`config.mk`:
```
export PLATFORM = sky130hd
export DESIGN_NAME = frac_ratio_sequencer
export DESIGN_NICKNAME = d
export VERILOG_FILES = /design/src/rtl/frac_div_pkg.sv /design/src/rtl/mash_stage.sv /design/src/rtl/frac_ratio_sequencer.sv
export SDC_FILE = /design/constraint.sdc
export NUM_CORES = 1
export LEC_CHECK = 0
export ABC_AREA = 0
export BUFFER_PORTS_ARGS = -buffer_cell sky130_fd_sc_hd__buf_2
export CORE_UTILIZATION = 30
export DETAILED_ROUTE_END_ITERATION = 10
export GPL_ROUTABILITY_DRIVEN = 0
export PLACE_DENSITY = 0.42
export SYNTH_ARGS = -nofsm -noshare
export SYNTH_HDL_FRONTEND = slang
export SYNTH_SLANG_ARGS = --single-unit
```
`constraint.sdc`:
```
create_clock -name in_clk -period 12.4 [get_ports in_clk]
set_clock_uncertainty 0.15 [all_clocks]
set_input_delay 1.24 -clock in_clk [delete_from_list [all_inputs] [get_ports in_clk]]
set_output_delay 1.24 -clock in_clk [all_outputs]
set_load 0.005 [all_outputs]
```
`src/rtl/frac_div_pkg.sv`:
```
// rtl/frac_div_pkg.sv - shared constants and types for the fractional ratio sequencer
package frac_div_pkg;

  localparam int FRAC_W = 16;
  localparam int N_MIN  = 16;
  localparam int N_MAX  = 511;

  typedef logic [8:0]        ratio_t;
  typedef logic signed [2:0] delta_t;

  // x^15 + x^14 + 1 taps: register bits 14 and 13
  localparam logic [14:0] LFSR_SEED = 15'h0001;
  localparam logic [14:0] LFSR_TAPS = 15'h6000;

endpackage

```
`src/rtl/mash_stage.sv`:
```
// rtl/mash_stage.sv - one MASH accumulator stage with carry out
module mash_stage
  import frac_div_pkg::*;
#(
  parameter int W = FRAC_W
) (
  input  logic         i_clk,
  input  logic         i_rst,
  input  logic         i_clr,
  input  logic [W-1:0] i_addend,
  input  logic         i_cin,
  output logic [W-1:0] o_acc_next,
  output logic         o_carry
);

  logic [W-1:0] r_acc;
  logic [W:0]   w_sum;

  assign w_sum      = {1'b0, r_acc} + {1'b0, i_addend} + {{W{1'b0}}, i_cin};
  assign o_acc_next = w_sum[W-1:0];
  assign o_carry    = w_sum[W];

  always_ff @(posedge i_clk) begin
    if (i_rst || i_clr) r_acc <= '0;
    else                r_acc <= o_acc_next;
  end

endmodule

```
`src/rtl/frac_ratio_sequencer.sv`:
```
// rtl/frac_ratio_sequencer.sv - MASH 1-1 fractional ratio sequencer; MASH_DITHER_EN adds LFSR dither
module frac_ratio_sequencer
  import frac_div_pkg::*;
#(
  parameter int FRAC_W = frac_div_pkg::FRAC_W,
  parameter int N_MIN  = frac_div_pkg::N_MIN,
  parameter int N_MAX  = frac_div_pkg::N_MAX
) (
  input  logic              in_clk,
  input  logic              rst,
  input  logic [8:0]        n_int,
  input  logic [FRAC_W-1:0] frac,
  input  logic              cfg_load,
  input  logic              cfg_clr,
  output logic [7:0]        div_p,
  output logic [2:0]        div_e,
  output logic              sat
);

  localparam logic signed [10:0] LP_N_MIN = 11'(N_MIN);
  localparam logic signed [10:0] LP_N_MAX = 11'(N_MAX);

  ratio_t            r_n_sh;
  logic [FRAC_W-1:0] r_f_sh;
  logic              r_c2_d;
  logic [7:0]        r_div_p;
  logic [2:0]        r_div_e;
  logic              r_sat;

  logic              w_clr;
  logic              w_cin;
  logic [FRAC_W-1:0] w_acc1_next;
  logic [FRAC_W-1:0] w_acc2_unused;
  logic              w_c1;
  logic              w_c2;
  delta_t            w_delta;
  logic signed [10:0] w_delta_x;
  logic signed [10:0] w_n;
  logic              w_lo;
  logic              w_hi;
  ratio_t            w_nc;
  logic [7:0]        w_div_p;
  logic [2:0]        w_div_e;

  assign w_clr = cfg_load & cfg_clr;

`ifdef MASH_DITHER_EN
  logic [14:0] r_lfsr;

  always_ff @(posedge in_clk) begin
    if (rst) r_lfsr <= LFSR_SEED;
    else     r_lfsr <= {r_lfsr[13:0], ^(r_lfsr & LFSR_TAPS)};
  end

  assign w_cin = r_lfsr[0];
`else
  assign w_cin = 1'b0;
`endif

  mash_stage #(.W(FRAC_W)) u_stage1 (
    .i_clk      (in_clk),
    .i_rst      (rst),
    .i_clr      (w_clr),
    .i_addend   (r_f_sh),
    .i_cin      (w_cin),
    .o_acc_next (w_acc1_next),
    .o_carry    (w_c1)
  );

  mash_stage #(.W(FRAC_W)) u_stage2 (
    .i_clk      (in_clk),
    .i_rst      (rst),
    .i_clr      (w_clr),
    .i_addend   (w_acc1_next),
    .i_cin      (1'b0),
    .o_acc_next (w_acc2_unused),
    .o_carry    (w_c2)
  );

  assign w_delta   = $signed({2'b00, w_c1}) + $signed({2'b00, w_c2}) - $signed({2'b00, r_c2_d});
  assign w_delta_x = {{8{w_delta[2]}}, w_delta};
  assign w_n       = $signed({2'b00, r_n_sh}) + w_delta_x;
  assign w_lo      = w_n < LP_N_MIN;
  assign w_hi      = w_n > LP_N_MAX;
  assign w_nc      = w_lo ? ratio_t'(N_MIN) : (w_hi ? ratio_t'(N_MAX) : w_n[8:0]);

  // Leading one k selects k active cells; div_p is the remainder above 2^k
  always_comb begin
    w_div_e = 3'd3;
    w_div_p = {4'b0, w_nc[3:0]};
    if (w_nc[8]) begin
      w_div_e = 3'd7;
      w_div_p = w_nc[7:0];
    end else if (w_nc[7]) begin
      w_div_e = 3'd6;
      w_div_p = {1'b0, w_nc[6:0]};
    end else if (w_nc[6]) begin
      w_div_e = 3'd5;
      w_div_p = {2'b0, w_nc[5:0]};
    end else if (w_nc[5]) begin
      w_div_e = 3'd4;
      w_div_p = {3'b0, w_nc[4:0]};
    end
  end

  always_ff @(posedge in_clk) begin
    if (rst) begin
      r_n_sh  <= 9'd256;
      r_f_sh  <= '0;
      r_c2_d  <= 1'b0;
      r_div_p <= 8'h00;
      r_div_e <= 3'd7;
      r_sat   <= 1'b0;
    end else begin
      if (cfg_load) begin
        r_n_sh <= n_int;
        r_f_sh <= frac;
      end
      r_c2_d  <= w_clr ? 1'b0 : w_c2;
      r_div_p <= w_div_p;
      r_div_e <= w_div_e;
      r_sat   <= cfg_load ? 1'b0 : (r_sat | w_lo | w_hi);
    end
  end

  assign div_p = r_div_p;
  assign div_e = r_div_e;
  assign sat   = r_sat;

endmodule
```
======== Yosys cells after proc, flatten, opt, wreduce, memory -nomap -nowiden ========
Index checks and enable logic that the tools add are counted.
cells by class
  order comparisons ....................... 2
  bitwise operators ....................... 3
  add/subtract/negate cells ............... 5
  reduce and logical (&&, ||, !) cells .... 6
  multiplexer cells ....................... 9
operator list
  operator                count
  $add A16 B16 Y17        2
  $mux W9                 2
  $add A10 B3 Y11         1
  $gt A11 B10 Y1 const B  1
  $lt A11 B6 Y1 const B   1
  $mux W8                 1
  $mux W7                 1
  $mux W6                 1
  $reduce_or A2 Y1        3
  $mux W5                 1
  $reduce_or A4 Y1        1
  $mux W3                 1
  $reduce_or A3 Y1        1
  $sub A2 B1 Y3           1
  $add A1 B1 Y2           1
  $mux W2                 1
  $or A1 B1 Y1            2
  $and A1 B1 Y1           1
  $logic_or A1 B1 Y1      1
  $mux W1                 1
word-level totals
  word-level logic and storage cells ...... 35
  bits in registers ....................... 70
  output and inout port bits .............. 12

======== Longest topological paths before layout ========
  depth after elaboration ................. 12
  depth in mapped cells ................... 29
  depth with buffers taken out ............ 28

======== Hierarchy ========
From an unflattened synthesis, not the netlist that was laid out.
second synthesis, totals
  cells, all modules ...................... 507
  area total of the unflattened synthesis .. 4615.7 µm²
modules (own cells, without submodules)
  module                  cells each  sequential area each (µm²)  times used  area an instance (µm²)
  frac_ratio_sequencer    221         760.7                       1           2001.9
  mash_stage at u_stage1  153         320.3                       1           1341.3
  mash_stage at u_stage2  133         320.3                       1           1272.5

======== Least setup slack after synthesis ========
No wires, ideal clock.
  path type ............................... reg-to-reg
  from .................................... register r_f_sh[0]
  to ...................................... register r_div_e[1] (netlist: div_e[1])
  library setup time ...................... 0.134 ns
  data arrival time ....................... 6.202 ns
  data required time ...................... 12.116 ns
  stages on the path, launching flop included .. 29
  setup slack ............................. 5.913 ns
  clock period less this slack ............ 6.487 ns
  buffers on the path ..................... 0
  path through ............................ dfxtp_1 ha_1 fa_1 a211oi_1 o21bai_1 a31oi_1 o211ai_1 or2_2 xor2_1 ha_1 or2_2 a21oi_1 a21oi_1 a221o_1 a31oi_1 ha_1 inv_1 ha_1 inv_1 ha_1 inv_1 fa_1 nand4bb_1 a21oi_1 or4_1 o2111ai_1 a211oi_1 o211a_1 or4_1
on the way
  word-level cells in the longest chain between the ends .. 10
  elaborated cells on any way between the ends .. 12
  those cells by class .................... add/sub: 5; order compare: 2; mux: 4; reduce/logical: 1
RTL lines
  element                      RTL line                     source
  start: declaration           frac_ratio_sequencer.sv:24   logic [FRAC_W-1:0] r_f_sh;
  start signal: assignment     frac_ratio_sequencer.sv:117  r_f_sh <= frac;
  $add A16 B16 Y17 *           mash_stage.sv:19             assign w_sum = {1'b0, r_acc} + {1'b0, i_addend} + {{W{1'b0}}, i_cin};
  net u_stage1.o_acc_next[10]  mash_stage.sv:12             output logic [W-1:0] o_acc_next,
  $add A16 B16 Y17 *           mash_stage.sv:19
  $add A1 B1 Y2 *              frac_ratio_sequencer.sv:80   assign w_delta = $signed({2'b00, w_c1}) + $signed({2'b00, w_c2}) - $signed({2'b00, r_c2_d});
  $sub A2 B1 Y3 *              frac_ratio_sequencer.sv:80
  $add A10 B3 Y11 *            frac_ratio_sequencer.sv:82   assign w_n = $signed({2'b00, r_n_sh}) + w_delta_x;
  $gt A11 B10 Y1               frac_ratio_sequencer.sv:84   assign w_hi = w_n > LP_N_MAX;
  $mux W9                      frac_ratio_sequencer.sv:85   assign w_nc = w_lo ? ratio_t'(N_MIN) : (w_hi ? ratio_t'(N_MAX) : w_n[8:0]);
  $mux W9 *                    frac_ratio_sequencer.sv:85
  $mux W3                      frac_ratio_sequencer.sv:100  end else if (w_nc[5]) begin
  $mux W2                      frac_ratio_sequencer.sv:97   end else if (w_nc[6]) begin
  end signal: assignment       frac_ratio_sequencer.sv:121  r_div_e <= w_div_e;
  end: declaration             frac_ratio_sequencer.sv:27   logic [2:0] r_div_e;
Mark *: on every way through the listed nets, which the timed path passes. The rest lies on a longest branch.
A chain may end at the register's enable or synchronous reset.

======== Final worst setup path ========
Same ends and word-level chain as after synthesis.

==> summary.txt <==
Floorplan
  – Die area: between 10,000 and 15,000 µm²
  – Initial core utilization: 0.309
  – # IOs: ~40
  – DIE HEIGHT: around 120 µm
  – Std-Cell Rows: 43
  – Die X: between 100 and 150 µm
  – Core Region: about 14,000 µm²

Critical path
  – Setup crit start kind: register
  – Critical Path Start: r_f_sh[0]$_SDFFE_PP0P_
  – Slowest Stage Delay on Critical Path: ~530 ps
  – Reg2reg path depth: 28
  – FF-to-FF End: div_e[1]$_SDFF_PP1_
  – R2R Path Start: r_f_sh[0]$_SDFFE_PP0P_
  – CP max-delay cell: or4_1
  – Crit-path max FO: 12
  – Crit path kind: register to register
  – Arrival @ worst endpoint: 7230 ps
  – CP endpoint: div_e[1]$_SDFF_PP1_
  – Crit end category: register
  – Most used cell, CP: ha_1
  – FF-to-FF setup slack: between 5000 and 6000 ps
  – CP Data Required Time: roughly 12,000 ps

Yosys
  – Mux contribution to synthesized area: 0.0651
  – Synth Flop Type: dfxtp_1
  – Yosys warnings: 0
  – Synth Instances: ~500
  – Netlist cell types: 68
  – Share of Yosys cell area claimed by the top area cell type: 0.324
  – Synth Cell Area: between 4000 and 5000 µm²
  – Ys async rst share: 0
  – Synth top area cells: dfxtp_1 (32%), ha_1 (11%), mux2i_1 (6.3%), nor2_1 (5.4%), xnor2_1 (2.8%)
  – Complex-gate fraction of the synthesized area: 0.176
  – Mapped Avg Cell Area: about 9 µm²
  – Cell taking the most area after synthesis: dfxtp_1
  – EDFF count, synth: 0
  – Adder-cell share of the synthesized area: 0.124
  – Synth Area in Simple Gates: 0.221
  – Synth Area in XOR/XNOR: 0.0567
  – Largest family of logic cells by synthesized area: simple AND/OR/NAND/NOR gates
  – Sequential area share after synthesis: 0.324
  – Syn_nets: around 560
  – Synthesized flop and latch total: 70

Min path
  – Worst Hold Class: register to register

Global route
  – GR Overflow Total: 0
  – Vias in the first global route: around 3,400
  – GRT Util Overall: 0.148
  – First-pass GRT wire length: approximately 17,000 µm
  – Initial antenna violation count: 0
  – Largest net degree at the start of global routing: 38

Clock network
  – CTS buffer count: 9
  – Sink Count: 70
  – CTS clk-pin slew, worst paths: ~60 ps
  – Clock root buffer: clkbuf_16
  – Post-CTS Resized: 0
  – Clock latency on the worst-skew pair: about 340 ps
  – Cts hold-fix bufs: 0
  – H-Tree Depth: 3
  – TritonCTS clock tree: yes
  – Clk buf depth: 2
  – Setup bufs post-CTS: 0

Route
  – First DRT Iteration DRCs: ~230
  – Detail Route Antenna Nets: 0
  – Vias: about 3,600
  – Detailed-route DRC error count: 0
  – DR pass1 iterations: 4
  – Post-Route WL: approximately 10,000 µm
  – WL/cell: 14.5 µm
  – Post-DR vias/cell: around 5

Timing
  – Final Max Slew Viols: 0
  – Worst-Margin Slew: between 900 and 1000 ps
  – Unrepaired setup endpoints after global routing: no
  – Hold slack: 328 ps
  – Rel. slew slack: 0.382
  – Fin Setup TNS: 0 ps
  – Hold Vio Cnt, Final: 0
  – Final min period: 7160 ps
  – Setup ws final: 5240 ps
  – Final setup fails: 0
  – Fmax: approximately 140 MHz
  – Tcrit/Tclk final: 0.578

Job
  – Max-Cap Viols: 0

Pwr
  – Overall power: 0.686 mW
  – Static leakage: around 2.3 nW
  – Peak supply drop: around 70 µV
  – Power Density: around 140 nW/µm²

Finish
  – Most frequent cells in the layout: dfxtp_1 (70), nor2_1 (62), buf_2 (40)
  – # nets final: 590
  – Area Overhead vs Synth: 14.4%
  – Commonest non-fill, non-tap cell in the layout: dfxtp_1
  – Layout cells sized above 1: 0.124
  – Final non-filler cell total: around 710
  – N_diodes: 0

Placement
  – Hpwl dp: around 7400 µm
  – Post-Place Setup Slack: around 5200 ps
  – Inst Count DP: between 600 and 700
  – IO buf count: 40

Run status
  – Status: finished clean
==> metal layers <==
layer  share of wire  vias up  GRT usage
li1                -     1854          -
met1            0.49     1655      0.188
met2            0.47       45      0.238
met3           0.029        8     0.0412
met4           0.010        0     0.0541
met5               0        -          0
==> worst max-delay path, delay by kind of cell (launching register included) <==
kind	cells	cell delay [ps]
AO/OA/AOI/OAI	12	2290
adder cells (fa/ha/maj)	7	2120
AND/OR/NAND/NOR	5	1840
flip-flops	1	310
buffers and inverters	3	170
XOR/XNOR	1	150
==> Yosys cell counts, drive strengths merged, types with 10 or more instances <==
cell type	instances
xnor2	14
a21oi	15
xor2	14
nor3	19
mux2i	27
o21ai	19
and2	19
nor2	62
a21o	12
a31oi	10
nand2	26
buf	15
ha	38
dfxtp	70
==> worst min path at each step <==
stage,start,end,slack (ps),depth (start not counted)
5_1_grt,sat$_SDFF_PP0_,sat$_SDFF_PP0_,350,1
3_3_place_gp,sat$_SDFF_PP0_,sat$_SDFF_PP0_,330,1
3_5_place_dp,sat$_SDFF_PP0_,sat$_SDFF_PP0_,320,1
2_1_floorplan,r_f_sh[0]$_SDFFE_PP0P_,r_f_sh[0]$_SDFFE_PP0P_,320,2
4_1_cts,sat$_SDFF_PP0_,sat$_SDFF_PP0_,330,1
6_report,sat$_SDFF_PP0_,sat$_SDFF_PP0_,330,1
==> through the flow <==
step / instance area (µm²) / util
after global placement: 4650 / 0.332
after CTS: 4950 / 0.354
after global routing: 4950 / 0.354
after floorplan: 4320 / -
final: 4950 / 0.354
after detailed placement: 4650 / 0.332
==> state kept, by name (all words and copies together) (netlist names) <==
signal / count
r_c2_d: 1
r_f_sh: 16
u_stage2.r_acc: 16
u_stage1.r_acc: 16
div_p: 8
div_e: 3
sat: 1
r_n_sh: 9
==> cell families after synthesis <==
group / count (synthesis)
xor+xnor: 28
fa+ha+maj: 41
compound gates: 109
simple gates: 184
buf+inv: 31
mux: 28
flops: 70
==> layout make-up <==
cell class	instances	area, µm²
Timing Repair Buffer	41	208
Multi-Input combinational cell	390	2780
Clock inverter	3	42.5
Fill cell	1481	9040
Tap cell	180	225
Inverter	8	30.0
Sequential cell	70	1400
Clock buffer	13	260
==> where the power goes <==
part           switching, mW  internal, mW  total, mW
Sequential            0.0130         0.247      0.260
Combinational         0.0905        0.0724      0.163
Clock                 0.0965         0.166      0.263
Total                  0.200         0.486      0.686
Power figures use the tool's default switching activity.
